File: src/rtl/tick_rate_pkg.sv
// Shared types and helpers for the run-time prescaler controller and its callers.
package tick_rate_pkg;

  localparam int unsigned CLK_HZ    = 50_000_000;
  localparam int unsigned CNT_W_DEF = 32;

  typedef enum logic [1:0] {
    IDLE   = 2'd0,
    RUN    = 2'd1,
    SWITCH = 2'd2
  } state_t;

  // Half-period length in clk cycles for a requested output frequency.
  function automatic logic [31:0] hz_to_div(input int unsigned hz);
    return 32'(CLK_HZ / (2 * hz));
  endfunction

endpackage

File: src/rtl/tick_rate_ctrl_if.sv
// Divisor configuration port: valid/ready transfer of a new half-period plus a reject pulse.
interface tick_rate_ctrl_if #(
  parameter int unsigned CNT_W = tick_rate_pkg::CNT_W_DEF
);

  logic             cfg_valid;
  logic [CNT_W-1:0] cfg_div;
  logic             cfg_ready;
  logic             cfg_err;

  modport master (output cfg_valid, output cfg_div, input cfg_ready, input cfg_err);
  modport slave  (input cfg_valid, input cfg_div, output cfg_ready, output cfg_err);

endinterface

File: src/rtl/tick_rate_ctrl.sv
// Run-time prescaler: start/stop control, glitch-free divisor retargeting, tick pulse and divided clock.
module tick_rate_ctrl #(
  parameter int unsigned CLK_HZ     = 50_000_000,
  parameter int unsigned DEFAULT_HZ = 1,
  parameter int unsigned CNT_W      = 32
) (
  input  logic             clk,
  input  logic             rst,
  input  logic             start,
  input  logic             stop,
  tick_rate_ctrl_if.slave  cfg,
  output logic             tick,
  output logic             clk_div,
  output logic             running,
  output logic [CNT_W-1:0] cur_div
);

  import tick_rate_pkg::*;

  localparam logic [CNT_W-1:0] DEF_DIV = CNT_W'(CLK_HZ / (2 * DEFAULT_HZ));

  state_t           state_reg;
  logic [CNT_W-1:0] count_reg;
  logic [CNT_W-1:0] cur_div_reg;
  logic [CNT_W-1:0] pend_div_reg;
  logic             tick_reg;
  logic             clk_div_reg;
  logic             cfg_err_reg;
  logic             cfg_ready_reg;
  logic             running_reg;

  logic cfg_accept;
  logic cfg_take;
  logic terminal;

  assign cfg_accept = cfg.cfg_valid && cfg_ready_reg;
  assign cfg_take   = cfg_accept && (cfg.cfg_div != '0);
  assign terminal   = (count_reg == cur_div_reg - CNT_W'(1));

  always_ff @(posedge clk or negedge rst) begin
    if (!rst) begin
      state_reg     <= IDLE;
      count_reg     <= '0;
      cur_div_reg   <= DEF_DIV;
      pend_div_reg  <= '0;
      tick_reg      <= 1'b0;
      clk_div_reg   <= 1'b0;
      cfg_err_reg   <= 1'b0;
      cfg_ready_reg <= 1'b1;
      running_reg   <= 1'b0;
    end else begin
      cfg_err_reg <= cfg_accept && (cfg.cfg_div == '0);
      unique case (state_reg)
        IDLE: begin
          count_reg   <= '0;
          tick_reg    <= 1'b0;
          clk_div_reg <= 1'b0;
          if (cfg_take) cur_div_reg <= cfg.cfg_div;
          if (start && !stop) begin
            state_reg   <= RUN;
            running_reg <= 1'b1;
          end
        end
        RUN, SWITCH: begin
          if (stop) begin
            // A pending divisor is committed rather than dropped when stopping.
            if (state_reg == SWITCH) cur_div_reg <= pend_div_reg;
            else if (cfg_take)       cur_div_reg <= cfg.cfg_div;
            state_reg     <= IDLE;
            count_reg     <= '0;
            tick_reg      <= 1'b0;
            clk_div_reg   <= 1'b0;
            cfg_ready_reg <= 1'b1;
            running_reg   <= 1'b0;
          end else begin
            if (terminal) begin
              count_reg   <= '0;
              tick_reg    <= 1'b1;
              clk_div_reg <= ~clk_div_reg;
            end else begin
              count_reg <= count_reg + CNT_W'(1);
              tick_reg  <= 1'b0;
            end
            if (state_reg == RUN && cfg_take) begin
              pend_div_reg  <= cfg.cfg_div;
              state_reg     <= SWITCH;
              cfg_ready_reg <= 1'b0;
            end
            // New divisor only lands on a half-period boundary, so no runt phase.
            if (state_reg == SWITCH && terminal) begin
              cur_div_reg   <= pend_div_reg;
              state_reg     <= RUN;
              cfg_ready_reg <= 1'b1;
            end
          end
        end
        default: begin
          state_reg     <= IDLE;
          cfg_ready_reg <= 1'b1;
          running_reg   <= 1'b0;
        end
      endcase
    end
  end

  assign tick          = tick_reg;
  assign clk_div       = clk_div_reg;
  assign running       = running_reg;
  assign cur_div       = cur_div_reg;
  assign cfg.cfg_ready = cfg_ready_reg;
  assign cfg.cfg_err   = cfg_err_reg;

endmodule

File: src/flat_wrapper.sv
// flat-port wrapper written by rule: the top's interface ports become plain ports
module tick_rate_ctrl_flat import tick_rate_pkg::*;
#(
  parameter int unsigned CLK_HZ     = 50_000_000,
  parameter int unsigned DEFAULT_HZ = 1,
  parameter int unsigned CNT_W      = 32
)
  (clk, rst, start, stop, tick, clk_div, running, cur_div, cfg_cfg_valid, cfg_cfg_div, cfg_cfg_ready, cfg_cfg_err);
  tick_rate_ctrl_if #(.CNT_W(CNT_W)) cfg_i ();
  input  logic clk;
  input  logic rst;
  input  logic start;
  input  logic stop;
  output logic tick;
  output logic clk_div;
  output logic running;
  output logic [CNT_W-1:0] cur_div;
  input wire logic [$bits(cfg_i.cfg_valid)-1:0] cfg_cfg_valid;
  input wire logic [$bits(cfg_i.cfg_div)-1:0] cfg_cfg_div;
  output wire logic [$bits(cfg_i.cfg_ready)-1:0] cfg_cfg_ready;
  output wire logic [$bits(cfg_i.cfg_err)-1:0] cfg_cfg_err;
  assign cfg_i.cfg_valid = cfg_cfg_valid;
  assign cfg_i.cfg_div = cfg_cfg_div;
  assign cfg_cfg_ready = cfg_i.cfg_ready;
  assign cfg_cfg_err = cfg_i.cfg_err;
  tick_rate_ctrl #(.CLK_HZ(CLK_HZ), .DEFAULT_HZ(DEFAULT_HZ), .CNT_W(CNT_W)) u_core (.clk(clk), .rst(rst), .start(start), .stop(stop), .cfg(cfg_i), .tick(tick), .clk_div(clk_div), .running(running), .cur_div(cur_div));
endmodule
File: config.mk
export PLATFORM = sky130hd
export DESIGN_NAME = tick_rate_ctrl_flat
export DESIGN_NICKNAME = d
export VERILOG_FILES = /design/src/rtl/tick_rate_pkg.sv /design/src/rtl/tick_rate_ctrl_if.sv /design/src/rtl/tick_rate_ctrl.sv /design/src/flat_wrapper.sv
export SDC_FILE = /design/constraint.sdc
export NUM_CORES = 1
export LEC_CHECK = 0
export ABC_AREA = 1
export CAP_MARGIN = 20
export CELL_PAD_IN_SITES_DETAIL_PLACEMENT = 0
export CELL_PAD_IN_SITES_GLOBAL_PLACEMENT = 2
export CORE_ASPECT_RATIO = 0.75
export CORE_UTILIZATION = 36
export DETAILED_ROUTE_END_ITERATION = 10
export GPL_TIMING_DRIVEN = 0
export PLACE_DENSITY = 0.95
export SETUP_SLACK_MARGIN = 0.5
export SKIP_LAST_GASP = 1
export SLEW_MARGIN = 10
export SYNTH_ARGS = -nofsm -noshare
export SYNTH_HDL_FRONTEND = slang
export SYNTH_SLANG_ARGS = --single-unit
File: constraint.sdc
create_clock -name clk -period 4.7 [get_ports clk]
set_input_delay 0.705 -clock clk [delete_from_list [all_inputs] [get_ports clk]]
set_output_delay 0.705 -clock clk [all_outputs]
set_load 0.02 [all_outputs]
==> out/metrics.yaml, run 1 <==
critical_path:
  crit_path_end_kind: "flop"
  required_ns: 4.95
  crit_type: "in -> reg"
  r2r-start: "u_core.cur_div[0]"
  start_kind: "primary input"
  critPathArrivalTime_ns: 3.75
  cp_max_fo: 10
  r2r_setup_slack_ns: 1.42
  worstReg2RegEnd: "u_core.clk_div"
  ff2ff_path_depth: 14
floorplanning:
  row_count: 43
  coreArea_mm2: 0.0188
  fp.dieH_um: 123
  die_w_um: 163
  io_pins: 74
  initial_core_util: 0.373
  die_area_mm2: 0.0200
detailed_routing:
  wirelength_mm: 21.3
  drc: 0
  via_per_inst: 5.05
  dr.pass1.iters: 5
  routed-via-count: 6543
  first_iter_violations: 552
  ant_nets: 0
  wl_per_cell_um: 16.5
layout:
  postLayoutCellArea_mm2: 0.00837
  num_antenna_cells: 0
  mostFrequentLayoutCells: "nand2_1, nor2_1, dfrtp_1"
  drive_gt1_frac: 0.135
  areaGrowthSynthToFinish_pct: 19.3
  fill_cells: 1924
  final_common_cell: "nand2_1"
  nets: 1086
  post-route-util: 0.446
sta:
  fin_skew_ns: 0.0166
  post-route-period-util: 0.744
  finalHoldViolCount: 0
  fin_ws_ns: 1.20
  rsz0062_at_grt: "no"
  setup_violations: 0
  drv_slew: 0
  fmax_mhz: 286
  period_minus_slack_ns: 3.50
  relSlewSlack: 0.331
  tightest_slew_ns: 0.997
status:
  status: "complete, no violations"
place:
  gp_congestion: 0.869
  place_area_mm2: 0.00808
  dpl_worst_slack_ns: 0.842
  dpl.hpwl_mm: 16.6
  port-buffer-count: 73
synth:
  netlist_area_mm2: 0.00701
  ys_ff_latch: 103
  syn_nets: 1001
  synth_edf_count: 0
  synth_warnings: 0
  yosysSeqAreaShare: 0.370
  postSynth.asyncResetShare: 1.00
  netlist_instances: 958
  synth_cell_types: 38
  synthFlopType: "dfrtp_1"
  avgSynthCellArea_um2: 7.32
power_and_ir_drop:
  p_per_area_mw_per_mm2: 619
  irDropWorstVdd_uv: 311
  p_leak_nw: 3.71
clock_network:
  cts_resized: 0
  cts_sinks: 103
  root_buffer: "clkbuf_16"
  cts_tree: "yes"
  worstSkewPairLatency_ns: 0.37
  post_cts_buffers: 0
  path_clk_slew_ns: 0.08
  cts_buffers: 9
  cts.path.max_buffers: 2
  h-tree-depth: 3
  hold_buffers: 0
grt:
  grt_pass1_wl_mm: 34.4
  grt_max_degree: 61
  antenna_found_initial: 0
  grt_pass1_vias: 6241
  grt_overflow: 0
  track_usage: 0.227
worst_hold_path:
  worst_hold_path_type: "in -> async"
flow_run:
  cap_violations: 0
==> worst max path at each step <==
stage / startpoint / endpoint
2_1_floorplan: u_core.cur_div[0] / u_core.count_reg[14]
3_3_place_gp: rst / u_core.running
3_5_place_dp: cfg_cfg_div[5] / u_core.pend_div_reg[25]
6_report: cfg_cfg_div[5] / u_core.pend_div_reg[0]
4_1_cts: cfg_cfg_div[5] / u_core.pend_div_reg[0]
5_1_grt: cfg_cfg_div[5] / u_core.pend_div_reg[0]
==> synthesized netlist by cell type, types with 2 or more instances <==
library cell  instances  area share
nand4_1              17       0.015
xor2_1               28       0.035
mux2_2               32       0.051
nor2_2               19       0.017
o22ai_1               3      0.0027
nor3b_1               4      0.0043
o21ai_0              41       0.029
nand2_1             277        0.15
clkbuf_1             15      0.0080
dfrtp_1              90        0.32
nor4_1               13       0.012
nand3b_1              6      0.0064
o21bai_1              2      0.0021
nor2_4                5      0.0080
nand3_1              76       0.054
nand2_2               5      0.0045
nor2_1              117       0.063
inv_1                88       0.047
o21ai_1               4      0.0029
ha_1                  6       0.011
nand2_4               2      0.0032
or2_2                 2      0.0018
nor3_1               18       0.013
buf_4                 2      0.0021
dfstp_2              13       0.049
o21ai_2              32       0.040
xnor2_1              14       0.017
a21oi_1              10      0.0071
buf_6                 8       0.013
==> through the flow <==
stage / instances / setup TNS [ns] / hold slack (ns) / total power, W
after floorplan: 958 / 0 / 0.409 / 0.00348
after global placement: 1278 / -114.15 / 0.477 / 0.00440
after detailed placement: 1279 / 0 / 0.481 / 0.00443
after CTS: 1295 / 0 / 0.277 / 0.00521
after global routing: 1295 / 0 / 0.286 / 0.00561
final: 1295 / 0 / 0.259 / 0.00518
==> worst max-delay path: stages <==
cell and delay, ns:
clkdlybuf4s50_1 0.45, nor4_1 0.45, nand4_1 0.32, nor2_1 0.21, nor2_1 0.21, nand3_1 0.37
clkbuf_1 0.62, mux2_2 0.41
==> area by class of cell <==
cell class	count	area, um^2	area share
plain buffers	26	165	0.0197
clock buffers	9	225	0.0269
inverters	90	338	0.0404
multi-input cells	739	3920	0.468
well taps	247	309	0.0369
clock inverters	7	61.3	0.00733
repair buffers	74	759	0.0908
flip-flops and latches	103	2590	0.310
==> cell families (layout without fill, tap and decap cells) <==
| kind of cell | Yosys count | after routing | share of synthesized area |
|---|---|---|---|
| muxes | 32 | 32 | 0.0514 |
| DFF | 103 | 103 | 0.370 |
| and+or+nand+nor | 564 | 564 | 0.355 |
| buffers and inverters | 116 | 206 | 0.0717 |
| AOI/OAI and AO/OA | 95 | 95 | 0.0885 |
| adders and majority gates | 6 | 6 | 0.0107 |
| xor gates and xnor gates | 42 | 42 | 0.0525 |
==> where the power goes <==
group          internal [W]  switching (W)  total [W]
Combinational       0.00111        0.00165    0.00276
Sequential          0.00123       0.000420    0.00165
Clock              0.000373       0.000391   0.000764
==> layer usage <==
layer  GRT usage  vias to the layer above  share of wire
met3      0.0365                       15          0.045
met2       0.337                      157           0.41
met4      0.0491                        0         0.0097
met1       0.343                     3088           0.53
li1            -                     3283              -
met5           0                        -              0
Note: power is estimated with default switching activity, not from simulation.
==> inputs of run 2 (changes only) <==
--- a/config.mk
+++ b/config.mk
@@ -10,10 +10,10 @@
 export CELL_PAD_IN_SITES_DETAIL_PLACEMENT = 0
 export CELL_PAD_IN_SITES_GLOBAL_PLACEMENT = 2
 export CORE_ASPECT_RATIO = 0.75
-export CORE_UTILIZATION = 36
+export CORE_UTILIZATION = 30
 export DETAILED_ROUTE_END_ITERATION = 10
 export GPL_TIMING_DRIVEN = 0
-export PLACE_DENSITY = 0.95
+export PLACE_DENSITY = 0.87
 export SETUP_SLACK_MARGIN = 0.5
 export SKIP_LAST_GASP = 1
 export SLEW_MARGIN = 10
==> constraint.sdc (replaced) <==
create_clock -name clk -period 2.9 [get_ports clk]
set_input_delay 0.435 -clock clk [delete_from_list [all_inputs] [get_ports clk]]
set_output_delay 0.435 -clock clk [all_outputs]
set_load 0.02 [all_outputs]
==> run 2 against run 1 <==
Against the previous run:
- setup slack worse by 0.90 ns
- sequential share of layout area down 2.7 points
- critical path type is now reg -> reg
- clock power up 66%
- global-route usage down 3.0 points
- count of clock-buffer cells in the layout up 3
- non-clock buffer count up 44
- critical endpoint is now u_core.cur_div[25]
- register-to-register slack worse by 1.1 ns
- largest power group unchanged
- utilization down 4.3 points
- clock skew down 0.0017 ns
==> out/metrics.yaml, run 2 (same netlist as run 1, synthesis figures left out) <==
sta:
  tightest_slew_ns: 0.675  # -0.322 ns
  setup_violations: 0  # unchanged
  drv_slew: 0  # unchanged
  rsz0062_at_grt: "yes"
  finalHoldViolCount: 0  # unchanged
  period_minus_slack_ns: 2.60
  fmax_mhz: 385
  fin_skew_ns: 0.0149  # -0.00170 ns
  relSlewSlack: 0.550  # +0.219
  post-route-period-util: 0.895
  whs_ns: 0.501  # +0.242 ns
  fin_ws_ns: 0.304  # -0.899 ns
clock_network:
  cts_tree: "yes"
  worstSkewPairLatency_ns: 0.37  # about the same
  cts_buffers: 9  # unchanged
  h-tree-depth: 3  # unchanged
  cts.path.max_buffers: 2  # unchanged
  root_buffer: "clkbuf_16"
  cts_sinks: 103  # unchanged
  path_clk_slew_ns: 0.07  # about the same
status:
  status: "complete, no violations"
detailed_routing:
  wirelength_mm: 22.9  # +7.1%
  via_per_inst: 4.81  # -4.8%
  drc: 0  # unchanged
  wl_per_cell_um: 16.4  # -0.37%
  dr.pass1.iters: 5  # unchanged
  routed-via-count: 6699  # +2.4%
  ant_nets: 0  # unchanged
  first_iter_violations: 432  # -22%
grt:
  antenna_found_initial: 0  # unchanged
  grt_pass1_wl_mm: 35.7  # +3.8%
  grt_pass1_vias: 6197  # -0.71%
  grt_overflow: 0  # unchanged
  track_usage: 0.198  # -0.0296
  grt_max_degree: 62  # +1.6%
layout:
  mostFrequentLayoutCells: "nand2_1, nor2_1, inv_1"
  num_antenna_cells: 0  # unchanged
  post-route-util: 0.403  # -0.0428
  drive_gt1_frac: 0.240  # +0.104
  areaGrowthSynthToFinish_pct: 31.8
  nets: 1130  # +4.1%
  postLayoutCellArea_mm2: 0.00924  # +10%
  final_common_cell: "nand2_1"
floorplanning:
  coreArea_mm2: 0.0229  # +22%
  fp.dieH_um: 134  # +9.4%
  row_count: 48  # +12%
  die_w_um: 179  # +9.4%
  die_area_mm2: 0.0240  # +20%
  io_pins: 74  # unchanged
  initial_core_util: 0.306  # -0.0678
worst_hold_path:
  worst_hold_path_type: "reg -> reg"
  hold_depth: 1
critical_path:
  path_delay_family: "simple AND/OR/NAND/NOR gates"
  crit_path_end_kind: "flop"
  path_buf_inv: 2  # unchanged
  cp_common_cell: "nand2_1"
  crit_type: "reg -> reg"
  critical_path_depth: 16  # +8
  start_kind: "flop"
  critPathArrivalTime_ns: 2.85  # -0.90 ns
  cp_max_fo: 10  # unchanged
  crit_path_max_incr_delay_ns: 0.47  # -0.15 ns
  path_cells: "inv_4, ha_4, nand2_4, nor2_8, nand2_4, o21ai_2, nand2_1, nor2_1, nand2_1, nor2_4, nand4_1, nand2_2, nand2_8, buf_6, nand2_1, o21ai_2"
  ff2ff_path_depth: 16  # +2
  critPathSlowestCell: "dfrtp_2"
  required_ns: 3.15  # -1.80 ns
place:
  gp_congestion: 0.841  # -3.3%
  dpl.hpwl_mm: 17.3  # +4.5%
  dpl_worst_slack_ns: -0.936  # -1.78 ns
  port-buffer-count: 73  # unchanged
  place_area_mm2: 0.00815  # +0.84%
power_and_ir_drop:
  irDropWorstVdd_uv: 596  # +92%
  p_per_area_mw_per_mm2: 996  # +61%
  p_leak_nw: 4.08  # +9.9%
flow_run:
  cap_violations: 0  # unchanged
==> run 2: routing by layer <==
layer  global-route usage  up-vias  wire (um)
met5                    0        -          0
met4               0.0419        0        198
met3               0.0320       12       1060
met2                0.276      136       9320
met1                0.311     3197      12300
li1                     -     3354          -
==> run 2: timing repair <==
| item | CTS | global route |
|---|---|---|
| endpoints found under the hold margin | 3 | 0 |
| setup buffers | 18 | 24 |
| endpoints found under the setup margin | 101 | 98 |
| pin swaps | 11 | 15 |
| cloned | 1 | 0 |
| hold buffers | 1 | 0 |
| resized for setup | 78 | 46 |
==> run 2: area by class of cell <==
cell class,count,area [um^2]
fill,2387,13700
sequential,103,2610
multi-input combinational,739,4250
tap,300,375
buffer,26,223
timing repair buffer,118,1120
clock inverter,4,52.6
inverter,90,353
clock buffer,12,246
==> run 2: worst paths after layout <==
kind | from | endpoint | slack [ns]
max in group asynchronous | rst | u_core.cfg.cfg_ready | 1.61
min | u_core.pend_div_reg[15] | u_core.pend_div_reg[15] | 0.50
max | u_core.cur_div[0] | u_core.cur_div[25] | 0.30
max reg2reg | u_core.cur_div[0] | u_core.cur_div[25] | 0.30
min reg2reg | u_core.pend_div_reg[15] | u_core.pend_div_reg[15] | 0.50
min in group asynchronous | rst | u_core.cur_div[4] | 0.56
==> run 2: worst register-to-register path, delay by kind of cell (launching register included) <==
kind                     cells  cell delay [ns]
buffers and inverters        2             0.29
adder cells (fa/ha/maj)      1             0.15
AO/OA/AOI/OAI                2             0.27
AND/OR/NAND/NOR             11             1.30
flip-flops                   1             0.47
==> run 2: power by group <==
part	internal (W)	switching (W)	leakage (nW)
sequential	0.00203	0.000671	1.28
clock	0.000698	0.000576	0.147
combinational	0.00224	0.00299	2.65
==> run 2: stage by stage <==
stage / TNS [ns] / total power [W] / instances
2_1_floorplan: 0 / 0.00564 / 958
3_3_place_gp: -324.06 / 0.00718 / 1331
3_5_place_dp: -49.96 / 0.00723 / 1332
4_1_cts: 0 / 0.00894 / 1368
5_1_grt: 0 / 0.00990 / 1392
6_report: 0 / 0.00921 / 1392
==> inputs of run 3 (changes only) <==
--- a/config.mk
+++ b/config.mk
@@ -16,7 +16,7 @@
 export PLACE_DENSITY = 0.87
 export SETUP_SLACK_MARGIN = 0.5
 export SKIP_LAST_GASP = 1
-export SLEW_MARGIN = 10
+export SLEW_MARGIN = 20
 export SYNTH_ARGS = -nofsm -noshare
 export SYNTH_HDL_FRONTEND = slang
 export SYNTH_SLANG_ARGS = --single-unit
==> results of run 3 <==
Same layout as run 2: the final DEF is identical, and so are final timing and power.
